`config.mk`:
```
export PLATFORM = sky130hd
export DESIGN_NAME = hazard_stall_ctrl
export DESIGN_NICKNAME = d
export VERILOG_FILES = /design/src/rtl/hazard_stall_ctrl.sv
export SDC_FILE = /design/constraint.sdc
export NUM_CORES = 1
export LEC_CHECK = 0
export ABC_AREA = 0
export CAP_MARGIN = 40
export CORE_UTILIZATION = 47
export CTS_BUF_LIST = sky130_fd_sc_hd__clkbuf_8
export DETAILED_ROUTE_END_ITERATION = 6
export PLACE_DENSITY_LB_ADDON = 0.15
export SLEW_MARGIN = 20
export SYNTH_ARGS = -nofsm -noshare
export SYNTH_HDL_FRONTEND = slang
export SYNTH_SLANG_ARGS = --single-unit
```
`constraint.sdc`:
```
create_clock -name clk -period 3.6 [get_ports clk]
set_input_delay 0.72 -clock clk [delete_from_list [all_inputs] [get_ports clk]]
set_output_delay 0.72 -clock clk [all_outputs]
set_load 0.02 [all_outputs]
```
`src/rtl/hazard_stall_ctrl.sv`:
```
// hazard_stall_ctrl: central pipeline controller. Produces per-stage stall and
// flush controls, operand forwarding selects, mul/div occupancy tracking and a
// saturating stall-cycle counter. Resolution order: memory wait, mul/div
// occupancy, taken branch, load-use.
module hazard_stall_ctrl #(
  parameter int MD_LATENCY = 4,
  parameter int CNT_W      = 32
) (
  input  logic             clk,
  input  logic             rst,
  input  logic [4:0]       id_rs1,
  input  logic [4:0]       id_rs2,
  input  logic             id_rs1_used,
  input  logic             id_rs2_used,
  input  logic [4:0]       ex_rd,
  input  logic             ex_reg_write,
  input  logic             ex_mem_read,
  input  logic [4:0]       mem_rd,
  input  logic             mem_reg_write,
  input  logic [4:0]       wb_rd,
  input  logic             wb_reg_write,
  input  logic             ex_branch_taken,
  input  logic             ex_md_start,
  input  logic             im_req,
  input  logic             im_ready,
  input  logic             dm_req,
  input  logic             dm_ready,
  output logic             stall_if,
  output logic             stall_id,
  output logic             stall_ex,
  output logic             stall_mem,
  output logic             stall_wb,
  output logic             flush_id,
  output logic             flush_ex,
  output logic             flush_mem,
  output logic [1:0]       fwd_rs1_sel,
  output logic [1:0]       fwd_rs2_sel,
  output logic             md_done,
  output logic [CNT_W-1:0] stall_count
);

  localparam int MD_CW = ($clog2(MD_LATENCY) < 3) ? 3 : $clog2(MD_LATENCY);

  typedef enum logic {RUN, MD_BUSY} state_t;

  state_t           state, state_nxt;
  logic [MD_CW-1:0] md_cnt, md_cnt_nxt;
  logic             mem_wait;
  logic             md_stall;
  logic             md_last;
  logic             load_use;

  function automatic logic [1:0] fwd_sel(input logic [4:0] rs);
    if (mem_reg_write && (mem_rd != 5'd0) && (mem_rd == rs))
      return 2'd1;
    else if (wb_reg_write && (wb_rd != 5'd0) && (wb_rd == rs))
      return 2'd2;
    else
      return 2'd0;
  endfunction

  assign mem_wait = (im_req && !im_ready) || (dm_req && !dm_ready);
  assign md_last  = (state == MD_BUSY) && (md_cnt == '0);
  assign md_stall = ((state == RUN) && ex_md_start) ||
                    ((state == MD_BUSY) && (md_cnt != '0));
  assign load_use = ex_mem_read && ex_reg_write && (ex_rd != 5'd0) &&
                    ((id_rs1_used && (id_rs1 == ex_rd)) ||
                     (id_rs2_used && (id_rs2 == ex_rd)));

  // State register: FSM state and mul/div down-counter
  always_ff @(posedge clk or posedge rst) begin
    if (rst) begin
      state  <= RUN;
      md_cnt <= '0;
    end else begin
      state  <= state_nxt;
      md_cnt <= md_cnt_nxt;
    end
  end

  // Next-state: memory waits freeze the sequencer; otherwise count down occupancy
  always_comb begin
    state_nxt  = state;
    md_cnt_nxt = md_cnt;
    if (!mem_wait) begin
      case (state)
        RUN: begin
          if (ex_md_start) begin
            state_nxt  = MD_BUSY;
            md_cnt_nxt = MD_CW'(MD_LATENCY - 2);
          end
        end
        MD_BUSY: begin
          if (md_cnt != '0)
            md_cnt_nxt = md_cnt - MD_CW'(1);
          else
            state_nxt = RUN;
        end
        default: begin
          state_nxt  = RUN;
          md_cnt_nxt = '0;
        end
      endcase
    end
  end

  // Outputs: prioritized stall/flush resolution plus forwarding, all zero in reset
  always_comb begin
    stall_if    = 1'b0;
    stall_id    = 1'b0;
    stall_ex    = 1'b0;
    stall_mem   = 1'b0;
    stall_wb    = 1'b0;
    flush_id    = 1'b0;
    flush_ex    = 1'b0;
    flush_mem   = 1'b0;
    md_done     = 1'b0;
    fwd_rs1_sel = 2'd0;
    fwd_rs2_sel = 2'd0;
    if (!rst) begin
      fwd_rs1_sel = fwd_sel(id_rs1);
      fwd_rs2_sel = fwd_sel(id_rs2);
      if (mem_wait) begin
        stall_if  = 1'b1;
        stall_id  = 1'b1;
        stall_ex  = 1'b1;
        stall_mem = 1'b1;
        stall_wb  = 1'b1;
      end else if (md_stall) begin
        stall_if  = 1'b1;
        stall_id  = 1'b1;
        stall_ex  = 1'b1;
        flush_mem = 1'b1;
      end else begin
        md_done = md_last;
        if (ex_branch_taken) begin
          flush_id = 1'b1;
          flush_ex = 1'b1;
        end else if (load_use) begin
          stall_if = 1'b1;
          stall_id = 1'b1;
          flush_ex = 1'b1;
        end
      end
    end
  end

  // Performance counter: cycles with the front end held, saturating at all-ones
  always_ff @(posedge clk or posedge rst) begin
    if (rst)
      stall_count <= '0;
    else if (stall_if && (stall_count != '1))
      stall_count <= stall_count + CNT_W'(1);
  end

endmodule

```
; ---- Word level (Yosys, flattened, before mapping)
; Index checks and enable logic that the tools add are counted.
[op_classes]
eq_ne = 9
shifts = 0
add_sub_neg = 2
n_bitwise = 2
n_mux = 35
div = 0
n_mul = 0
n_lt_le_gt_ge = 0
n_reduce_logical = 28
[op_table]
columns = cell, count
row1 = adder 32 x 1 -> 32 bit (second input constant), 1
row2 = != test 32 bit (second input constant), 1
row3 = equality test 5 bit, 6
row4 = two-way mux 1 bit, 25
row5 = logical AND 1 bit, 17
row6 = nonzero test 5 bit, 3
row7 = two-way mux 2 bit, 6
row8 = two-way mux 3 bit, 2
row9 = case mux 3 bit (2 select lines), 1
row10 = logical NOT 3 bit, 1
row11 = logical OR 1 bit, 3
row12 = AND reduction 3 bit, 1
row13 = nonzero test 3 bit, 1
row14 = subtractor 3 x 1 -> 3 bit (second input constant), 1
row15 = logical NOT 1 bit, 2
row16 = != test 2 x 1 -> 1 bit (second input constant), 1
row17 = != test 2 bit (second input constant), 1
row18 = NOT 1 bit, 2
row19 = case mux 1 bit (2 select lines), 1
[word_totals]
n_memories = 0
register_bits = 36
wordCells = 79
ram_bits = 0
latchBits = 0
rom_bits = 0

; ---- Longest topological paths before layout
[logic_depth]
ltp_word = 10
mapped_depth = 10
mapped_depth_nobuf = 9

; ---- Worst setup path after synthesis
; OpenSTA, ideal clock, no wires.
[synth_path]
path_type = input port to output port
start = input port rst
end = output port fwd_rs1_sel[1]
required_time_ns = 2.880
slack_ns = -0.210
arrival_ns = 3.090
path_stages = 5
n_path_buf = 1
path_cell_list = clkbuf_1 inv_1 o211ai_1 or4_1 nor4_1
[synth_via]
elab_chain_len = 1
[synth_lines]
columns = element, line
row1 = start: declaration, 10  ; input logic rst,
row2 = two-way mux 2 bit, 120  ; if (!rst) begin
row3 = end: declaration, 36  ; output logic [1:0] fwd_rs1_sel,
; Every way passes these cells.

; ---- Final worst setup path
[layout_path]
start = input port mem_rd[1]
end = output port fwd_rs1_sel[0]
[layout_via]
elab_chain_len = 5
elab_cells_between_ends = 6
cone_classes = 1 x eq/ne / 2 x mux / 3 x reduce/logical
[layout_lines]
columns = element, line
row1 = start: declaration, 18  ; input logic [4:0] mem_rd,
row2 = nonzero test 5 bit, 54  ; if (mem_reg_write && (mem_rd != 5'd0) && (mem_rd == rs))
row3 = logical AND 1 bit, 54
row4 = logical AND 1 bit (*), 54
row5 = two-way mux 2 bit (*), 54
row6 = two-way mux 2 bit (*), 120
; Every way passes the cells marked *; elsewhere a longest branch is shown, timed or not.

==> qor.yml <==
floorplanning:
  fp.dieH_um: 74.4
  die-area_mm2: 0.00554
  io_pins: 84
  rows: 25
  core_mm2: 0.00488
  die_w_um: 74.4
  start_util_pct: 50.5
clock_network:
  insertion_delay_ps: 290
  clk_pin_slew_worst_paths_ps: 80
  cts-root-buf: "clkbuf_8"
  cts_inserted_buffers: 5
  cts_buffer_depth: 2
  clock_sinks: 36
  htreeDepth: 2
  cts_tree: "built"
  post_cts_buffers: 0
worst_setup_path:
  cp.required_ps: 2880
  worstSetupPathType: "primary input to output pin"
  critPathArrivalTime_ps: 2740
  cp_num_buf_inv: 4
  crit_fanout: 2
  cp_cell_sequence: "clkdlybuf4s50_1, or4_1, o21ai_0, buf_4, buf_4, nor4_1, clkdlybuf4s50_1"
  cp_top_family: "buffers and inverters"
  startpoint_type: "primary input"
  crit_slowest_cell: "clkdlybuf4s50_1"
  cp_slowest_stage_delay_ps: 540
  end_kind: "output pin"
grt:
  gr-total-overflow: 0
  grt_max_degree: 38
  grtUsageTotal_pct: 23.9
  antenna_found_initial: 0
  grt_pass1_vias: 2165
  grt_pass1_wl_um: 9930
cells_and_area:
  multi_input_area_mm2: 0.00147
  nFillCells: 410
  antennaDiodeCount: 0
  finalNonFillerCells: 416
  ff_latch_area_um2: 901
  layout.nets: 390
  utilization_pct: 72.4
  drive_above_1_share_pct: 14.6
  area_delta_synth_final_pct: 43.2
detailed_routing:
  wl_um: 5930
  viasPerCell: 5.20
  dr.pass1.iters: 4
  antenna_left: 0
  vias: 2165
  drc: 0
  drt_iter0_markers: 102
  routedWlPerCell_um: 14.3
synthesis:
  synthFlopType: "dfrtp_1"
  avgSynthCellArea_um2: 9.79
  netlist_instances: 252
  synth_warnings: 0
  synth_edf_count: 0
  ys_seq_area_share_pct: 36.5
  async_flop_share_pct: 100
  synth_most_common_cell: "xnor2_1"
  syn_area_mm2: 0.00247
  synth_area_leaders: "dfrtp_1 (37%), xnor2_1 (13%), xor2_1 (8.2%)"
  ys_ff_latch: 36
  ys_types: 47
  synth_top_area_share_pct: 36.5
  synth_commonest_cells: "xnor2_1 (38), dfrtp_1 (36), xor2_1 (23)"
  syn_nets: 294
  synth_largest_area_cell: "dfrtp_1"
sta:
  setup_viol: 0
  worst_pin_slew_ps: 553
  rsz0062_at_grt: "false"
  relSlewSlack_pct: 63.1
  finalHoldViolations: 0
  fin_crit_sh_pct: 96.0
  period_minus_slack_ps: 3460
  fin_worst_skew_ps: 5.39
  whs_ps: 492
  drv_slew: 0
  fmax_mhz: 289
  fin_ws_ps: 144
pwr:
  ir_drop_mv: 0.328
  power_mw: 1.41
  cellLeakagePower_nw: 1.40
  power_density_mw_per_mm2: 400
place:
  place.port_buffers: 83
  place.gp.congestion: 0.829
  post-place-ws_ps: -67.2
  dp.cells: 408
  hpwl_um: 4690
job:
  drv_cap: 0
min_path:
  holdCritPathClass: "register to register"
run_status:
  outcome: "finished, final reports clean"
==> power by group <==
group / internal (mW) / leakage, nW / switching [mW]
Combinational: 0.283 / 0.895 / 0.296
Clock: 0.135 / 0.0479 / 0.153
Sequential: 0.471 / 0.460 / 0.0760
Total: 0.889 / 1.40 / 0.525
==> routing by layer <==
metal | vias to the layer above | global-route usage, % | routed length [µm]
li1 | 1078 | - | -
met1 | 1023 | 30.9 | 2630
met2 | 55 | 40.4 | 2970
met3 | 9 | 4.20 | 233
met4 | 0 | 7.76 | 101
met5 | - | 0 | 0
==> path summary, 6_finish.rpt <==
kind,startpoint,end,slack [ps],depth (start not counted)
hold / removal,stall_count[30],stall_count[30],490,1
min in group asynchronous,rst,stall_count[16],950,3
setup / recovery,mem_rd[1],fwd_rs1_sel[0],140,7
max in group asynchronous,rst,stall_count[10],2320,3
setup reg to reg,md_cnt[0],stall_count[1],1240,10
hold reg to reg,stall_count[30],stall_count[30],490,1
==> cell families (layout without fill, tap and decap cells) <==
logic type,after synthesis,after routing,share of synthesized area (%)
simple gates,116,116,31.7
xor+xnor,61,61,21.7
flops,36,36,36.5
buf+inv,20,117,3.86
compound gates,15,15,4.16
fa+ha+maj,3,3,1.52
mux,1,1,0.609
==> sequential cells by signal, indices dropped and copies added (netlist names) <==
name	flops
stall_count	32
md_cnt	3
state	1
==> stage by stage <==
stage          instance area [µm²]  TNS [ps]
6_report                      3530         0
3_5_place_dp                  3450     -79.2
3_3_place_gp                  3450         0
5_1_grt                       3530         0
4_1_cts                       3530         0
2_1_floorplan                 2470         0
==> cell usage in the layout, fill, tap and decap left out, types with 3 or more instances in the layout <==
master | netlist | routed
clkdlybuf4s50_1 | 0 | 81
xnor2_1 | 38 | 38
dfrtp_1 | 36 | 36
xor2_1 | 23 | 23
nand2_1 | 20 | 20
nand3_1 | 19 | 19
buf_4 | 4 | 15
nor2_1 | 11 | 11
inv_1 | 11 | 10
nor3_1 | 7 | 7
nor4_2 | 7 | 7
nor4_1 | 6 | 6
nand4_1 | 5 | 5
and3_1 | 5 | 5
nor4b_2 | 5 | 5
clkbuf_8 | 0 | 5
a21oi_1 | 4 | 4
or4_1 | 4 | 4
nor2b_1 | 3 | 3
nor2_4 | 3 | 3
o21ai_0 | 3 | 3
ha_1 | 3 | 3
==> final cells by class <==
cell class                      count  share of cell area (%)
Timing Repair Buffer               98                    26.6
Multi-Input combinational cell    196                    41.7
Tap cell                           67                    2.37
Inverter                           11                    1.28
Clock inverter                      3                   0.531
Sequential cell                    36                    25.5
Clock buffer                        5                    1.95
==> timing repair <==
action                                  CTS  global route
resized for setup                         2             0
endpoints found under the hold margin     0             0
endpoints found under the setup margin    2             0
hold buffers                              0             0
Power figures use the tool's default switching activity.
